## src/rtl/multimode_wave_generator.sv

```systemverilog
// Multi-mode duty-cycle source (square, rising saw, triangle, falling saw) feeding the PWM block.
// Programmable phase rate, clip scaling, mode switching only at period boundaries.
module multimode_wave_generator #(
    parameter int DUTY_W  = 7,
    parameter int PHASE_W = 6,
    parameter int PRESC_W = 6
) (
    input  logic               sysclk,
    input  logic               reset_n,
    input  logic               enable,
    input  logic [1:0]         mode,
    input  logic [PRESC_W-1:0] rate_div,
    input  logic [2:0]         clip_factor,
    output logic [DUTY_W-1:0]  duty_output,
    output logic               cycle_start,
    output logic [1:0]         active_mode
);

    if (PHASE_W > DUTY_W - 1) begin : g_cfg_check
        $error("multimode_wave_generator: PHASE_W must not exceed DUTY_W-1");
    end

    localparam int SH = DUTY_W - 1 - PHASE_W;
    localparam logic [DUTY_W-1:0]  FS      = {1'b1, {(DUTY_W-1){1'b0}}};
    localparam logic [PHASE_W-1:0] PH_MAX  = '1;
    localparam logic [PHASE_W-1:0] PH_HALF = {1'b1, {(PHASE_W-1){1'b0}}};

    logic [PRESC_W-1:0] presc_cnt;
    logic [PHASE_W-1:0] phase;
    logic               started;
    logic               wrap_d;

    logic               tick;
    logic               wrap;
    logic               first_half;
    logic [DUTY_W-1:0]  phase_ext;
    logic [DUTY_W-1:0]  mirror_ext;
    logic [DUTY_W-1:0]  raw;
    logic [2:0]         divisor;
    logic [DUTY_W-1:0]  scaled;

    always_comb begin
        // '>=' so a rate_div lowered below the running count ticks at once
        tick       = (presc_cnt >= rate_div);
        wrap       = tick && (phase == PH_MAX);
        first_half = (phase < PH_HALF);
        phase_ext  = DUTY_W'(phase);
        mirror_ext = DUTY_W'(PH_MAX - phase);
        raw        = '0;
        case (active_mode)
            2'd0:    raw = first_half ? FS : '0;
            2'd1:    raw = phase_ext << SH;
            2'd2:    raw = (first_half ? phase_ext : mirror_ext) << (SH + 1);
            default: raw = mirror_ext << SH;
        endcase
        divisor = (clip_factor <= 3'd1) ? 3'd1 : clip_factor;
        scaled  = raw / DUTY_W'(divisor);
    end

    always_ff @(posedge sysclk or negedge reset_n) begin
        if (!reset_n) begin
            presc_cnt   <= '0;
            phase       <= '0;
            started     <= 1'b0;
            wrap_d      <= 1'b0;
            duty_output <= '0;
            cycle_start <= 1'b0;
            active_mode <= 2'd0;
        end else if (!enable) begin
            presc_cnt   <= '0;
            phase       <= '0;
            started     <= 1'b0;
            wrap_d      <= 1'b0;
            duty_output <= '0;
            cycle_start <= 1'b0;
        end else if (!started) begin
            // Start cycle behaves like a wrap: latch mode, flag the first output as a period start
            started     <= 1'b1;
            active_mode <= mode;
            wrap_d      <= 1'b1;
            presc_cnt   <= '0;
            phase       <= '0;
            duty_output <= '0;
            cycle_start <= 1'b0;
        end else begin
            presc_cnt <= tick ? '0 : presc_cnt + PRESC_W'(1);
            if (tick) begin
                phase <= phase + PHASE_W'(1);
            end
            if (wrap) begin
                active_mode <= mode;
            end
            wrap_d      <= wrap;
            cycle_start <= wrap_d;
            duty_output <= scaled;
        end
    end

endmodule
```

## config.mk

```make
export PLATFORM = sky130hd
export DESIGN_NAME = multimode_wave_generator
export DESIGN_NICKNAME = d
export VERILOG_FILES = /design/src/rtl/multimode_wave_generator.sv
export SDC_FILE = /design/constraint.sdc
export NUM_CORES = 1
export LEC_CHECK = 0
export ABC_AREA = 1
export CAP_MARGIN = 0
export CORE_MARGIN = 4
export CORE_UTILIZATION = 55
export CTS_CLUSTER_DIAMETER = 30
export DETAILED_ROUTE_END_ITERATION = 12
export PLACE_DENSITY = 0.75
export SYNTH_ARGS = -nofsm -noshare
export SYNTH_HDL_FRONTEND = slang
export SYNTH_SLANG_ARGS = --single-unit
```

## constraint.sdc

```tcl
create_clock -name sysclk -period 9.2 [get_ports sysclk]
set_clock_uncertainty 0.05 [all_clocks]
set_input_delay 1.84 -clock sysclk [delete_from_list [all_inputs] [get_ports sysclk]]
set_output_delay 1.84 -clock sysclk [all_outputs]
set_load 0.005 [all_outputs]
```

==> reports/metrics.yaml, run 1 <==
outcome: "finished, final reports clean"
hold_class: "reg -> reg"
yosysSeqAreaShare_pct: 26.2
dp_hpwl_um: 3770
powerDensity_mw_per_mm2: 280
reg2reg_to: "duty_output[0]$_DFF_PN0_"
worstHoldEndpoint: "cycle_start$_DFF_PN0_"
synthCells: 328
synth-compound-area-share_pct: 9.39
yosysMostFrequentCell: "nand2_1"
dpl_cell_area_mm2: 0.00267
crit_family: "simple AND/OR/NAND/NOR gates"
synth_top_family_by_area: "simple AND/OR/NAND/NOR gates"
synthSimpleGateAreaFrac_pct: 35.9
power.total_mw: 0.801
area_delta_synth_final_pct: 24.9
drt_pass1_iterations: 4
timing.fmax_mhz: 116
finalCritPeriodShare_pct: 93.9
overflow: 0
dieWidth_um: 72.6
grt_max_degree: 25
hold_violations: 0
start_util_pct: 56.9
setup-violations-final: 0
cts_tree: "built"
core_area_mm2: 0.00403
grt_first_pass_wirelength_um: 8180
crit_start: "clip_factor[1]"
netlist_area_mm2: 0.00229
row_count: 23
p_leak_nw: 1.56
fin_crit_ns: 8.64
drtIter0Drc: 99
timing.slew.headroom_pct: 28.7
synth-seq-cells: 24
gp_congestion: 0.877
tns_ns: 0
yosys_warnings: 0
worstPathRequired_ns: 9.29
yosys-top-cells-count: "84 x nand2_1, 50 x inv_1, 33 x nor2_1"
slew_violations: 0
start_kind: "input pin"
worst-path-buf-inv: 13
avgViaCountPerCell: 5.05
ir_drop_mv: 0.131
cts_inserted_buffers: 3
die_area_mm2: 0.00526
fillers: 345
worstSetupEndpointType: "register"
io_pins: 24
cp_max_fo: 4
synth_top_area_cell: "dfrtp_1"
drc_errors: 0
post_drt_wl_per_cell_um: 11.3
r2r_slack_ns: 2.07
maxCapViolCount: 0
synth_top_area_share_pct: 26.2
wl_um: 4740
port_buffers: 23
seq_area_um2: 601
crit_path_top_delay_cell: "clkdlybuf4s50_1"
final_nets: 415
root_buffer: "clkbuf_8"
synthTopCellsByArea: "dfrtp_1 26%, ha_1 16%, nand2_1 14%"
clk_path_buf_depth: 2
diodes: 0
critPathMaxStageDelay_ns: 0.49
multiInputGateArea_mm2: 0.00158
holdWs_ns: 0.423
synth_async_sr_flop_share_pct: 100
ff2ff_path_depth: 61
synthAdderAreaFrac_pct: 15.8
antenna_found_initial: 0
synth.distinct_cells: 33
dr_total_vias: 2123
worst_path_most_repeated_cell: "nand2_1"
min_from: "wrap_d$_DFF_PN0_"
min_path_cells: 2
synth_nets: 371
cts_sinks: 24
synth-xor-area-share_pct: 2.67
clock_latency_ns: 0.26
worst_pin_slew_ns: 1.07
postRouteAntennaNets: 0
worstPathArrival_ns: 8.72
die_h_um: 72.6
syn_area_per_cell_um2: 6.99
drive_gt1_share_pct: 19.2
ys.flop_type: "dfrtp_1"
grt_pass1_vias: 1987
stdcell_area_mm2: 0.00286
synth-edff-count: 0
r2r_start: "phase[5]$_DFFE_PN0P_"
rsz0062_at_grt: "no"
track_usage_pct: 19.2
path_clk_slew_ns: 0.08
synth_mux_area_share_pct: 0
critPathKind: "in -> reg"
htreeDepth: 1
## cells by family after synthesis
family / after synthesis
DFF: 24
AOI/OAI and AO/OA: 36
and+or+nand+nor: 171
buffers and inverters: 61
adders and majority gates: 29
xor gates and xnor gates: 7
## layer usage
| metal | track usage [%] | up-vias | part of all wire [%] |
|---|---|---|---|
| li1 | - | 1134 | - |
| met2 | 33.5 | 31 | 49 |
| met1 | 24.4 | 952 | 47 |
| met4 | 5.53 | 0 | 1.4 |
| met5 | 0 | - | 0 |
| met3 | 2.91 | 6 | 3.1 |
## how the worst max path moves through the flow
stage | cells after the start | slack [ns] | end
finish | 61 | 0.56 | duty_output[0]$_DFF_PN0_
global route | 62 | 0.007 | duty_output[0]$_DFF_PN0_
CTS | 59 | 0.01 | duty_output[0]$_DFF_PN0_
detailed placement | 59 | -0.25 | duty_output[0]$_DFF_PN0_
global placement | 59 | -0.16 | duty_output[0]$_DFF_PN0_
floorplan | 58 | 0.63 | duty_output[0]$_DFF_PN0_
## placed cells by master (no fill, tap or decap), drive strengths merged, types with 3 or more instances in the layout
cell type,Yosys,routed
ha,29,29
clkbuf,0,3
clkdlybuf4s50,0,22
a21oi,12,12
nor2,36,36
buf,0,16
o21ai,16,16
nand3,27,27
xor2,6,6
nand4,7,7
dfrtp,24,24
inv,60,61
nand2,95,95
## layout make-up
type / count / share of cell area (%)
repair buffers: 39 / 12.3
clock buffers: 3 / 1.44
well taps: 50 / 2.19
multi-input cells: 243 / 55.1
inverters: 61 / 8.00
flip-flops and latches: 24 / 21.0
## power breakdown
group,switching (mW),internal (mW)
Clock,0.0316,0.0293
Sequential,0.00464,0.114
Combinational,0.349,0.272
## per-stage QoR
step           cells  util (%)  setup slack (ns)
2_1_floorplan    328         -             0.632
3_3_place_gp     412      66.2            -0.164
5_1_grt          420      71.1           0.00711
6_report         420      71.1             0.565
3_5_place_dp     412      66.2            -0.250
4_1_cts          415      67.2            0.0106
## registers in the layout, summed over array words and instances, names as in the netlist
register and cells:
duty_output 7, phase 6, presc_cnt 6, active_mode 2, cycle_start 1, started 1
wrap_d 1
## worst min-delay path, stage by stage, from the launching register on
cell and delay [ns]:
dfrtp_1 0.36, inv_1 0.05, nor2_1 0.04
## timing repair
action | CTS | global route
setup buffers | 0 | 5
hold buffers | 0 | 0
gates resized for setup | 0 | 27
setup endpoints to repair | 0 | 1
No activity file was read; power rests on OpenSTA's default activity.
==> inputs of run 2 (changes only) <==
REMOVE_ABC_BUFFERS = 1   (was unset)
SKIP_CTS_REPAIR_TIMING = 1   (was unset)
==> results of run 2 <==
Final layout, timing and power as in run 1 (identical DEF).
==> inputs of run 3 (changes only) <==
CORE_MARGIN = 10   (was 4)
==> run 3 against run 2 <==
Compared with the run above: fmax increased by 1.0%; global-route usage down 5.7 points; hold slack gained 0.0094 ns; core utilization shrank 0.53 points; largest power group unchanged; critical path type unchanged; die area up 36%; sequential power about the same; final area fell by 0.74%.
==> reports/metrics.yaml, run 3 (synthesized netlist as in run 1, its figures left out) <==
crit_start: "clip_factor[1]"
reg2reg_to: "duty_output[0]$_DFF_PN0_"
row_count: 23
r2r_slack_ns: 2.16
drive_gt1_share_pct: 19.3
io_pins: 24
worstSetupEndpointType: "register"
slew_violations: 0
ff2ff_path_depth: 59
clock_latency_ns: 0.26
final_nets: 418
p_leak_nw: 1.56
clk_path_buf_depth: 2
stdcell_area_mm2: 0.00284
dr_total_vias: 2140
track_usage_pct: 13.5
r2r_start: "phase[5]$_DFFE_PN0P_"
port_buffers: 23
dp_hpwl_um: 3970
dpl_cell_area_mm2: 0.00272
final_common_cell: "nand2_1"
finalCritPeriodShare_pct: 92.9
hold_violations: 0
grt_max_degree: 25
worstPathArrival_ns: 8.63
place_ws_ns: -0.0891
cp_max_fo: 4
final_util_pct: 70.5
drt_pass1_iterations: 4
ir_drop_mv: 0.125
drtIter0Drc: 105
fillers: 355
start_kind: "input pin"
area_delta_synth_final_pct: 24.0
die_h_um: 84.6
timing.slew.headroom_pct: 29.7
avgViaCountPerCell: 5.06
drc_errors: 0
worstPathRequired_ns: 9.28
root_buffer: "clkbuf_8"
gp_congestion: 0.883
cts_sinks: 24
top_regs: "duty_output x7, phase x6, presc_cnt x6"
start_util_pct: 56.9
holdWs_ns: 0.432
largest_reg_flops: 7
maxCapViolCount: 0
outcome: "finished, final reports clean"
grt_pass1_vias: 2096
wl_um: 4960
grt_first_pass_wirelength_um: 8480
path_clk_slew_ns: 0.08
largest-register: "duty_output"
core_area_mm2: 0.00403
worst_path_most_repeated_cell: "nand2_1"
tns_ns: 0
timing.fmax_mhz: 117
htreeDepth: 1
critPathMaxStageDelay_ns: 0.43
powerDensity_mw_per_mm2: 282
hold_class: "reg -> reg"
diodes: 0
critPathKind: "in -> reg"
worstHoldEndpoint: "presc_cnt[0]$_DFF_PN0_"
cts_tree: "built"
crit_path_top_delay_cell: "clkdlybuf4s50_1"
postRouteAntennaNets: 0
setup-violations-final: 0
worst_pin_slew_ns: 1.05
overflow: 0
die_area_mm2: 0.00715
cts_inserted_buffers: 3
setup_ws_ns: 0.651
post_drt_wl_per_cell_um: 11.7
fin_crit_ns: 8.55
antenna_found_initial: 0
min_from: "presc_cnt[0]$_DFF_PN0_"
min_path_cells: 1
dieWidth_um: 84.6
final_cell_mix: "80 x nand2_1, 47 x inv_1, 30 x nor2_1"
run 3: per-stage QoR:
stage | total power, mW | cells
floorplan | 0.519 | 328
global placement | 0.670 | 419
detailed placement | 0.682 | 419
CTS | 0.743 | 422
global route | 0.890 | 423
finish | 0.801 | 423
run 3: routing by layer:
layer	vias to the layer above	track usage (%)	part of all wire (%)
met3	4	3.00	4.6
li1	1134	-	-
met5	-	0	0
met1	962	15.5	46
met4	0	2.54	0.85
met2	40	24.8	48
run 3: cell type report:
cell class,instances,area (um^2),share of cell area (%)
tap,50,62.6,2.20
sequential,24,601,21.1
clock buffer,3,41.3,1.45
multi-input combinational,243,1540,54.0
inverter,61,229,8.06
timing repair buffer,42,373,13.1
run 3: how the worst max path moves through the flow:
stage,to,cells past startpoint
5_1_grt,duty_output[0]$_DFF_PN0_,59
3_3_place_gp,duty_output[0]$_DFF_PN0_,59
3_5_place_dp,duty_output[0]$_DFF_PN0_,59
4_1_cts,duty_output[0]$_DFF_PN0_,59
2_1_floorplan,duty_output[0]$_DFF_PN0_,58
6_report,duty_output[0]$_DFF_PN0_,59
run 3: report_power, final:
part / total, mW / switching, mW / internal, mW
combinational: 0.622 / 0.346 / 0.277
sequential: 0.118 / 0.00436 / 0.114
clock: 0.0605 / 0.0312 / 0.0292
total: 0.801 / 0.381 / 0.420
run 3: critical path, delay by kind of cell:
| kind | cells | cell delay (ns) |
|---|---|---|
| buf+inv | 12 | 1.10 |
| simple gates | 28 | 2.24 |
| fa+ha+maj | 7 | 1.89 |
| compound gates | 12 | 1.53 |
